`config.mk`:
```
export PLATFORM = sky130hd
export DESIGN_NAME = xor_descrambler
export DESIGN_NICKNAME = d
export VERILOG_FILES = /design/src/rtl/xor_descrambler.sv
export SDC_FILE = /design/constraint.sdc
export NUM_CORES = 1
export LEC_CHECK = 0
export ABC_AREA = 1
export CAP_MARGIN = 10
export CORE_ASPECT_RATIO = 0.9
export CORE_MARGIN = 2
export CORE_UTILIZATION = 40
export CTS_BUF_LIST = sky130_fd_sc_hd__clkbuf_4 sky130_fd_sc_hd__clkbuf_8
export DETAILED_ROUTE_END_ITERATION = 12
export HOLD_SLACK_MARGIN = 0.08
export PLACE_DENSITY = 0.69
export SYNTH_ARGS = -nofsm -noshare
export SYNTH_HDL_FRONTEND = slang
export SYNTH_SLANG_ARGS = --single-unit
```
`constraint.sdc`:
```
create_clock -name clk -period 2.2 [get_ports clk]
set_input_delay 0.66 -clock clk [delete_from_list [all_inputs] [get_ports clk]]
set_output_delay 0.66 -clock clk [all_outputs]
set_load 0.02 [all_outputs]
```
`src/rtl/xor_descrambler.sv`:
```
// Restores plaintext by XOR-ing each scrambled word with a Galois LFSR keystream.
// Latency: one cycle from accept to out_valid, with one output register stage.
// Backpressure: in_ready = !out_valid || out_ready. Full rate is 1 word/cycle with no bubbles.
// Optional build macro XOR_DESCR_PARITY_EN adds in_parity/par_err plaintext parity checking.
module xor_descrambler #(
    parameter int            WIDTH = 32,
    parameter logic [WIDTH-1:0] SEED = 32'h0000_0001,
    parameter logic [WIDTH-1:0] POLY = 32'h8020_0003,
    parameter int            CNT_W = 16
) (
    input  logic             clk,
    input  logic             rst,
    input  logic             in_valid,
    output logic             in_ready,
    input  logic [WIDTH-1:0] in_data,
    output logic             out_valid,
    input  logic             out_ready,
    output logic [WIDTH-1:0] out_data,
    input  logic             reseed,
    input  logic [WIDTH-1:0] seed_in,
`ifdef XOR_DESCR_PARITY_EN
    input  logic             in_parity,
    output logic             par_err,
`endif
    output logic [CNT_W-1:0] word_cnt
);

    logic [WIDTH-1:0] lfsr;
    logic [WIDTH-1:0] seed_sel;
    logic [WIDTH-1:0] key;
    logic             accept;

    // One Galois step: shift right, fold in the feedback mask when the LSB falls out.
    function automatic logic [WIDTH-1:0] lfsr_next(input logic [WIDTH-1:0] s);
        return (s >> 1) ^ (s[0] ? POLY : '0);
    endfunction

    // An all-zero seed would freeze the LFSR, so zero falls back to SEED.
    // A reseed coinciding with an accept keys that word with the new seed.
    always_comb begin
        seed_sel = (seed_in == '0) ? SEED : seed_in;
        key      = reseed ? seed_sel : lfsr;
        in_ready = !out_valid || out_ready;
        accept   = in_valid && in_ready;
    end

    // Output register, keystream state and word counter advance together on accept.
    always_ff @(posedge clk) begin
        if (rst) begin
            out_valid <= 1'b0;
            out_data  <= '0;
            lfsr      <= SEED;
            word_cnt  <= '0;
        end else if (accept) begin
            out_valid <= 1'b1;
            out_data  <= in_data ^ key;
            lfsr      <= lfsr_next(key);
            word_cnt  <= reseed ? CNT_W'(1) : word_cnt + CNT_W'(1);
        end else begin
            if (out_ready) begin
                out_valid <= 1'b0;
            end
            if (reseed) begin
                lfsr     <= seed_sel;
                word_cnt <= '0;
            end
        end
    end

`ifdef XOR_DESCR_PARITY_EN
    // Parity flag travels with the word it describes and is held along with out_data.
    always_ff @(posedge clk) begin
        if (rst) begin
            par_err <= 1'b0;
        end else if (accept) begin
            par_err <= (^(in_data ^ key)) != in_parity;
        end
    end
`endif

endmodule

```
* Word-level counts from Yosys, hierarchy flattened
Cells that the tools add are included.
Storage, ports and cells: ROM bits 0, bits in writable memories 0, bits of input ports 69, output and inout port bits 50, memories kept 0, bits in registers 81, bits in latches 0
Cells by class: bitwise operators 2, shift operators 0, $add $sub $neg 1, order comparisons 0, multiply operators 0, divide/modulo/power cells 0, multiplexer cells 9, eq/ne operators 0, reduce and logical (&&, ||, !) cells 6
Operators with widths (count):
- two-way mux 32 bit | 4
- two-way mux 16 bit | 3
- logical NOT 32 bit | 1
- bitwise XOR 31 x 32 -> 32 bit | 1
- bitwise XOR 32 bit | 1
- adder 16 x 1 -> 16 bit, second input constant | 1
- nonzero test 2 bit | 2
- two-way mux 1 bit | 2
- logical AND 1 bit | 1
- logical NOT 1 bit | 1
- logical OR 1 bit | 1

* Longest topological paths before layout
depth in word-level cells 6, depth in mapped cells 10, mapped depth without buffers 10

* Worst setup path after synthesis
OpenSTA, ideal clock, no wires.
kind input to register, start point input port out_ready, end point register lfsr[12], cell stages on the path 6, data required time 2.063 ns, buffers on the path 2, arrival 1.459 ns, setup slack 0.605 ns, setup time 0.137 ns, path through inv_2 > nand2_4 > nand2_4 > buf_2 > clkbuf_1 > a31oi_1
On the way: longest elaborated chain between the ends 3
Ends and longest elaborated chain:
- from (decl) | RTL line 17 | input logic out_ready,
- logical OR 1 bit | RTL line 43 | in_ready = !out_valid || out_ready;
- named net in_ready | RTL line 14 | output logic in_ready,
- logical AND 1 bit | RTL line 44 | accept = in_valid && in_ready;
- two-way mux 32 bit | RTL line 54 | end else if (accept) begin
- to (signal assigned) | RTL line 57 | lfsr <= lfsr_next(key);
- to (signal assigned) | RTL line 64 | lfsr <= seed_sel;
- to (decl) | RTL line 28 | logic [WIDTH-1:0] lfsr;
The timed path passes the listed nets, and every way through them passes these cells. A chain may end at the register's enable or synchronous reset.

* Worst setup path after layout
start point register word_cnt[2], end point output port word_cnt[2]
RTL lines:
- from (decl) | RTL line 25 | output logic [CNT_W-1:0] word_cnt
- from (signal assigned) | RTL line 58 | word_cnt <= reseed ? CNT_W'(1) : word_cnt + CNT_W'(1);
No word-level cell between the ends.

==> run metrics <==
layout cells sized above 1=8.38%; Ys Warns=0; layer with the highest usage=met2; # IOs=119; overflow left after global routing=0; Buffers on Ports=118; Tightest Pin Transition=324 ps; dpl ws=-282 ps; met1 usage=27.3%; non-filler instance count after layout=794; ys async rst share=0%; WL per Instance=13.0 um; post-layout net count=733; critical path capture point type=output pin; setup slack after layout=68.8 ps; pwr/cell area=643 nW/um2; register area share after synthesis=41.8%; final setup violation count=0; reg2reg start=word_cnt[0]; Rel. slew slack=78.4%; post-synthesis cell area=3880 um2; vias in the first global route=3871; num rows=34; GR Util All Layers=20.4%; sum of buffers and inverters on the critical path=1; top-count cell post-synth=nand2_1; fin util=57.3%; ANT nets after route=0; Fmax=469 MHz; peak supply drop=271 uV; clock sink total=81; Tcrit/Tclk final=96.9%; Syn Nets=612; Die X=108 um; syn avg cell area=7.16 um2; largest area contributor in the netlist=dfxtp_1; Distinct cells, synth=34; # H-tree levels=3; critical-path cell list=clkdlybuf4s50_1; largest net degree at the start of global routing=58; DIE AREA=10500 um2; GR met3 Demand/Resource=3.02%; Worst-Skew Late Latency=340 ps; CP Launch Type=register; DRC Markers=0; max-cap viol count=0; status=complete, no violations; Starting Density=40.6%; Post-DP Area=5280 um2; Design Area, Final=5490 um2; routed wire length=10300 um; core area=9570 um2; CTS root buf=clkbuf_8; TritonCTS buffer count=9; Hold Buf Count CTS=0; top fanout value on the critical path=7; DRT Pass-1 Iters=5; Main synth FF type=dfxtp_1; ant diodes=0; Layout Skew=9.13 ps; Crit path required time=1540 ps; Crit Path Category=register to output pin; Vias=3945; total leakage power=2.18 nW; Setup Fix Bufs, Post-CTS=0; min cycle time layout=2130 ps; antenna violations before repair=0; Worst Path Arrival=1470 ps; Mapped Cells=542; Vias/cell=4.97; Worst Setup SP=word_cnt[2]; RSZ-0062 raised after global routing=false; most frequent cells after synthesis=nand2_1, dfxtp_1, a21oi_1, o21ai_0, nor2_1; post-DP HPWL=7480 um; Power Total=3.53 mW; CTS tree=yes; clock transition at the registers of the reported paths=80 ps; Setup TNS=0 ps; HP Start=out_data[3]; Final Slew Violations=0; synthesis-to-layout area growth=41.4%; Yosys reg bits=81; Clock Tree Buf Depth=2; Post-synth EDFFs=0; Synth top area share=41.8%; Worst path slowest cell=clkdlybuf4s50_1; Global Route met2 Usage=34.2%; Fin Hold WS=471 ps; first-pass GRT wire length=17600 um; HP Class=register to register; Worst path top cell family by delay=buffers and inverters; top post-synthesis cells by area=dfxtp_1, nand2_1, a21oi_1, o21ai_0, xnor2_1; Die Y=97.5 um; Fin. Hold Viols=0; Final Wtd Congestion=0.825; placed insts=778; Initial DRC Count=207; critical path's largest stage delay=670 ps
power breakdown:
group | internal [mW] | switching, mW | leakage [nW]
clock network | 0.639 | 0.541 | 0.106
logic | 0.363 | 0.376 | 1.41
registers | 1.57 | 0.0414 | 0.668
layout by cell type (no fill, tap or decap), drive strengths merged:
master	n
a21o	1
clkdlybuf4s50	117
a21oi	57
xnor2	24
nor3	10
ha	1
clkinvlp	2
nand2	159
a31oi	19
and3	2
or2	1
bufinv	2
o21ai	56
nand4	9
xor2	7
clkinv	4
dfxtp	81
nor2	43
buf	21
clkbuf	10
inv	25
nand3	16
nor4	1
cell families after synthesis:
kind of cell	after synthesis	share of synthesized area (%)
flops	81	41.8
buf+inv	55	6.28
simple gates	241	26.7
xor+xnor	31	6.99
fa+ha+maj	1	0.322
compound gates	133	17.9
routing by layer:
layer | wire (um) | vias to the layer above
li1 | - | 2035
met1 | 4880 | 1790
met4 | 61 | 0
met5 | 0 | -
met3 | 501 | 5
met2 | 4850 | 115
cell type report:
| cell class | instances | area [um2] |
|---|---|---|
| fill | 909 | 4080 |
| multi-input combinational | 406 | 2020 |
| sequential | 81 | 1620 |
| timing repair buffer | 139 | 1370 |
| tap | 126 | 158 |
| clock buffer | 9 | 124 |
| inverter | 26 | 104 |
| clock inverter | 7 | 93.8 |
sequential cells by signal, indices dropped and copies added, names as in the netlist:
signal and cells:
lfsr 32, out_data 32, out_valid 1, word_cnt 16
repair_timing:
action                                  in CTS  in global routing
endpoints found under the setup margin       1                  1
endpoints found under the hold margin        0                  0
gates cloned                                 0                  0
resized for setup                            2                  1
final timing paths:
kind / to / depth (start not counted) / slack [ps]
hold reg to reg: out_data[3] / 2 / 470
setup reg to reg: word_cnt[8] / 8 / 630
setup / recovery: word_cnt[2] / 1 / 70
hold / removal: out_data[3] / 2 / 470
Note: power is estimated with default switching activity, not from simulation.
